===== config.mk =====
export PLATFORM = sky130hd
export DESIGN_NAME = divider_iterative
export DESIGN_NICKNAME = d
export VERILOG_FILES = /design/src/rtl/divider_pkg.sv /design/src/rtl/divider_step.sv /design/src/rtl/divider_iterative.sv
export SDC_FILE = /design/constraint.sdc
export NUM_CORES = 1
export LEC_CHECK = 0
export ABC_CLOCK_PERIOD_IN_PS = 9000
export BUFFER_PORTS_ARGS = -buffer_cell sky130_fd_sc_hd__buf_2
export CAP_MARGIN = 15
export CORE_ASPECT_RATIO = 0.9
export CORE_UTILIZATION = 49
export CTS_CLUSTER_SIZE = 10
export DETAILED_ROUTE_END_ITERATION = 12
export PLACE_DENSITY = 0.78
export SYNTH_ARGS = -nofsm -noshare
export SYNTH_HDL_FRONTEND = slang
export SYNTH_SLANG_ARGS = --single-unit

===== constraint.sdc =====
create_clock -name clk -period 9 [get_ports clk]
set_input_delay 1.8 -clock clk [delete_from_list [all_inputs] [get_ports clk]]
set_output_delay 1.8 -clock clk [all_outputs]
set_load 0.02 [all_outputs]

===== src/rtl/divider_pkg.sv =====
`default_nettype none
// ============================================================================
// Module      : divider_pkg
// Description : Shared state encoding and counter sizing for divider_iterative.
// Revision    : 1.0 - initial release
// ============================================================================
package divider_pkg;

  typedef enum logic [1:0] {
    IDLE = 2'd0,
    RUN  = 2'd1,
    FIX  = 2'd2
  } state_t;

  localparam int C_DEFAULT_WIDTH = 32;
  localparam int C_DEFAULT_CNT_W = $clog2(C_DEFAULT_WIDTH);

  // Step counter width for a given operand width: it must reach WIDTH-1.
  function automatic int count_width(input int width);
    return (width < 2) ? 1 : $clog2(width);
  endfunction

endpackage
`default_nettype wire


===== src/rtl/divider_step.sv =====
`default_nettype none
// ============================================================================
// Module      : divider_step
// Description : One combinational restoring-division step.
// Revision    : 1.0 - initial release
// ============================================================================
module divider_step
  import divider_pkg::*;
#(
  parameter int WIDTH = 32
) (
  input  logic [WIDTH-1:0] rem_in,
  input  logic             dividend_msb,
  input  logic [WIDTH-1:0] divisor,
  output logic [WIDTH-1:0] rem_out,
  output logic             q_bit
);

  // The shifted remainder needs WIDTH+1 bits; after a subtract it fits WIDTH.
  logic [WIDTH:0] w_shifted;

  assign w_shifted = {rem_in, dividend_msb};
  assign q_bit     = (w_shifted >= {1'b0, divisor});
  assign rem_out   = q_bit ? (w_shifted[WIDTH-1:0] - divisor) : w_shifted[WIDTH-1:0];

endmodule
`default_nettype wire


===== src/rtl/divider_iterative.sv =====
`default_nettype none
// ============================================================================
// Module      : divider_iterative
// Description : Iterative signed/unsigned restoring divider, one bit per clock.
// Revision    : 1.0 - initial release
// ============================================================================
module divider_iterative
  import divider_pkg::*;
#(
  parameter int WIDTH = 32
) (
  input  logic             clk,
  input  logic             reset,
  input  logic             valid_in,
  input  logic             is_signed,
  input  logic [WIDTH-1:0] a,
  input  logic [WIDTH-1:0] b,
  output logic             busy,
  output logic             valid_out,
  output logic [WIDTH-1:0] quotient,
  output logic [WIDTH-1:0] remainder,
  output logic             div_by_zero
);

  localparam int                    C_CNT_BITS = count_width(WIDTH);
  localparam logic [C_CNT_BITS-1:0] C_LAST     = C_CNT_BITS'(WIDTH - 1);

  state_t                r_state;
  state_t                w_next_state;
  logic                  w_busy;
  logic [WIDTH-1:0]      r_rem;
  logic [WIDTH-1:0]      r_dvd;
  logic [WIDTH-1:0]      r_dvs;
  logic [C_CNT_BITS-1:0] r_cnt;
  logic                  r_q_neg;
  logic                  r_r_neg;
  logic                  r_dz;
  logic                  r_valid_out;
  logic [WIDTH-1:0]      r_quotient;
  logic [WIDTH-1:0]      r_remainder;
  logic                  r_div_by_zero;
  logic [WIDTH-1:0]      w_a_mag;
  logic [WIDTH-1:0]      w_b_mag;
  logic [WIDTH-1:0]      w_rem_next;
  logic                  w_q_bit;

  assign w_a_mag = (is_signed && a[WIDTH-1]) ? -a : a;
  assign w_b_mag = (is_signed && b[WIDTH-1]) ? -b : b;

  divider_step #(
    .WIDTH(WIDTH)
  ) u_step (
    .rem_in      (r_rem),
    .dividend_msb(r_dvd[WIDTH-1]),
    .divisor     (r_dvs),
    .rem_out     (w_rem_next),
    .q_bit       (w_q_bit)
  );

  // A new request always wins, discarding whatever is in flight.
  always_comb begin
    w_next_state = r_state;
    w_busy       = 1'b0;
    case (r_state)
      RUN: begin
        w_busy = 1'b1;
        if (r_cnt == C_LAST) w_next_state = FIX;
      end
      FIX: begin
        w_busy       = 1'b1;
        w_next_state = IDLE;
      end
      default: w_next_state = IDLE;
    endcase
    if (valid_in) w_next_state = RUN;
  end

  always_ff @(posedge clk or posedge reset) begin
    if (reset) begin
      r_state       <= IDLE;
      r_rem         <= '0;
      r_dvd         <= '0;
      r_dvs         <= '0;
      r_cnt         <= '0;
      r_q_neg       <= 1'b0;
      r_r_neg       <= 1'b0;
      r_dz          <= 1'b0;
      r_valid_out   <= 1'b0;
      r_quotient    <= '0;
      r_remainder   <= '0;
      r_div_by_zero <= 1'b0;
    end else begin
      r_state     <= w_next_state;
      r_valid_out <= 1'b0;
      if (valid_in) begin
        r_rem   <= '0;
        r_dvd   <= w_a_mag;
        r_dvs   <= w_b_mag;
        r_cnt   <= '0;
        r_q_neg <= is_signed & (a[WIDTH-1] ^ b[WIDTH-1]) & (b != '0);
        r_r_neg <= is_signed & a[WIDTH-1];
        r_dz    <= (b == '0);
      end else if (r_state == RUN) begin
        // Dividend shifts out the top while quotient bits fill from the bottom.
        r_rem <= w_rem_next;
        r_dvd <= {r_dvd[WIDTH-2:0], w_q_bit};
        r_cnt <= r_cnt + 1'b1;
      end else if (r_state == FIX) begin
        r_quotient    <= r_q_neg ? -r_dvd : r_dvd;
        r_remainder   <= r_r_neg ? -r_rem : r_rem;
        r_div_by_zero <= r_dz;
        r_valid_out   <= 1'b1;
      end
    end
  end

  assign busy        = w_busy;
  assign valid_out   = r_valid_out;
  assign quotient    = r_quotient;
  assign remainder   = r_remainder;
  assign div_by_zero = r_div_by_zero;

endmodule
`default_nettype wire


==> key figures <==
Run status
  • Status: completed

Logic synthesis
  • Most common cell in the netlist: dfrtp_1
  • Commonest cells in the netlist: dfrtp_1 (172), nand2_1 (169), o21ai_0 (146), nor2_1 (108), a21oi_1 (99)
  • Ys Warns: 0
  • Share of flip-flops with an asynchronous set or reset: 100%
  • Post-synth EDFFs: 0
  • Mapped Area: 11300 um2
  • Seq cells post-synth: 172
  • Syn Inst Count: 1338
  • Post-synthesis sequential area ratio: 38.1%
  • Top_reg_cell synth: dfrtp_1
  • Syn avg cell area: 8.44 um2
  • Dominant cell type by area after synthesis: dfrtp_1
  • Synth area leaders: dfrtp_1 (38%), xor2_1 (7.1%), o21ai_0 (6.5%)
  • Syn_nets: 1447
  • Count of cell types in the netlist: 60
  • Top-area cell type share of the netlist area: 38.1%

Routing
  • DRC violation count after routing: 0
  • Detailed Route WL: 29.0 mm
  • Average wire per standard cell: 16.7 um
  • Routed vias/inst: 5.68
  • Via count: 9845
  • ANT nets after route: 0
  • DR iter-0 viols: 883
  • First-pass detailed-route iteration total: 5

Clocking
  • CTS buffer count: 17
  • H-tree depth: 4
  • CTS tree: built
  • Root Buffer: clkbuf_16
  • Setup bufs post-CTS: 0
  • Reg clk slew, reported paths: 0.08 ns
  • CTS Hold Bufs: 0
  • Clk buf depth: 2
  • Clk Latency, worst-skew pair: 0.44 ns
  • Clock Sinks: 172
  • Post-cts resize count: 0

Global route
  • First-pass GRT wire length: 47.3 mm
  • Gr usage total: 25.1%
  • GR Overflow Total: 0
  • Initial antenna violation count: 0
  • Number of global-route vias before repair: 9116
  • Largest net degree at the start of global routing: 131

Min path
  • Worst Hold End: div_by_zero
  • HP Start: div_by_zero
  • Hold/Removal Path Class: reg2reg
  • Hold Path Depth: 2

Timing
  • RSZ-0062 raised after global routing: false
  • Crit share post-route: 48.1%
  • Period minus WS final: 4.33 ns
  • Final worst slack: 4.67 ns
  • Final Max Tran Viols: 0
  • Hold Violations, Final: 0
  • Fmax: 231 MHz
  • Max transition margin: 33.4%
  • Least-Margin Pin Slew: 0.999 ns
  • Clock Skews: 0.0158 ns
  • Setup tns final: 0 ns
  • Final setup vio count: 0

Place
  • RePlAce Congestion: 0.919
  • Area after DPL: 12100 um2
  • DPL Wire Length: 21.4 mm
  • Placement Setup Slack: 4.27 ns
  • IO Port Bufs: 134

Cells and area
  • Cell area after layout: 12800 um2
  • Synth-to-layout area growth: 13.2%
  • Final Util: 56.6%
  • Layout cells sized above 1: 13.3%
  • Nets: 1531
  • N_diodes: 0

Power and ir drop
  • Worst VDD drop: 0.118 mV
  • Pwr per Cell Area: 185 nW/um2
  • Static Leakage: 6.02 nW

Floorplanning
  • Starting Density: 50.0%
  • Die Ht: 146 um
  • Top Ports: 135
  • Die X: 162 um
  • DIE AREA: 23700 um2
  • # rows: 52
  • Core Area: 22600 um2

Worst setup path
  • Worst endpoint required time: 9.29 ns
  • Register-to-Register Setup Slack: 5.29 ns
  • Reg2Reg Launch Point: r_dvd[31]
  • Crit Path Class: in2reg
  • Slowest Stage Delay on Critical Path: 0.67 ns
  • CP dominant cell by count: nor4_1
  • Reg2reg end: r_rem[18]
  • Crit Path Max Fanout: 5
  • FF-to-FF path depth: 12
  • Crit-path slowest cell: nor4_1
  • Setup crit end kind: register
  • Cell Chain, Critical Path: buf_2, nor4_1, nor2b_1, nand3_1, nor4_1, nand2_1, or4_1, o41ai_1, xor2_1, a21oi_1
  • Arr. time, crit path: 4.61 ns
  • Startpoint Class: input pin

Job
  • Maximum Capacitance Violations: 0
-- through the flow --
step / hold WS [ns] / power, mW / std cells
after detailed placement: 0.465 / 1.58 / 1699
after CTS: 0.483 / 2.37 / 1731
final: 0.476 / 2.37 / 1732
after global placement: 0.456 / 1.56 / 1699
after floorplan: 0.487 / 1.39 / 1338
after global routing: 0.502 / 2.49 / 1732
-- metal layers --
metal | track usage [%] | part of all wire [%]
met1 | 40.3 | 51
met3 | 4.03 | 7.2
met5 | 0 | 0
met4 | 5.47 | 0.82
met2 | 34.8 | 41
-- worst max-delay path, delay by kind of cell --
family | cells | cell delay (ns)
XOR/XNOR | 1 | 0.18
buffers and inverters | 1 | 0.12
AND/OR/NAND/NOR | 6 | 2.10
AO/OA/AOI/OAI | 2 | 0.41
-- layout make-up --
class                      count  area [um2]
inverter                      63         241
tap                          297         372
timing repair buffer         139         723
clock buffer                  17         425
fill                        2037        9790
sequential                   172        4300
clock inverter                15         228
multi-input combinational   1029        6490
-- where the power goes --
part | internal, mW | switching, mW | total, mW
sequential | 0.832 | 0.105 | 0.937
combinational | 0.257 | 0.384 | 0.641
clock | 0.392 | 0.400 | 0.792
-- how the worst max path moves through the flow --
stage	slack (ns)	start	cells past startpoint	to
finish	4.67	a[8]	10	r_dvd[29]
global route	4.40	a[8]	10	r_dvd[29]
CTS	4.71	a[8]	10	r_dvd[29]
detailed placement	4.27	a[8]	10	r_dvd[29]
global placement	4.29	a[8]	10	r_dvd[29]
floorplan	2.54	reset	1	div_by_zero
-- registers in the layout (all words and copies together) (netlist names) --
| signal | count |
|---|---|
| r_dvs | 32 |
| valid_out | 1 |
| r_rem | 32 |
| remainder | 32 |
| quotient | 32 |
| r_q_neg | 1 |
| r_dz | 1 |
| div_by_zero | 1 |
| r_state | 2 |
| r_r_neg | 1 |
| r_dvd | 32 |
| r_cnt | 5 |
-- kinds of logic after synthesis --
group / synth area share, %
adders and majority gates: 4.61
xor gates and xnor gates: 11.2
buffers and inverters: 4.76
AOI/OAI and AO/OA: 19.8
muxes: 4.63
DFF: 38.1
and+or+nand+nor: 16.9
-- cells in the final DEF (no fill, tap or decap), drive strengths merged, types with 12 or more instances in the layout --
cell / count
a211oi: 30
xnor2: 54
ha: 40
clkbuf: 17
nand3: 21
or3: 21
o31ai: 31
nor4: 20
a21oi: 99
nor2b: 14
nand2b: 12
o21ai: 159
nor3: 13
xor2: 91
buf: 139
inv: 70
or4: 13
nand2: 169
mux2i: 50
nor2: 108
dfrtp: 172
No activity file was read; power rests on OpenSTA's default activity.
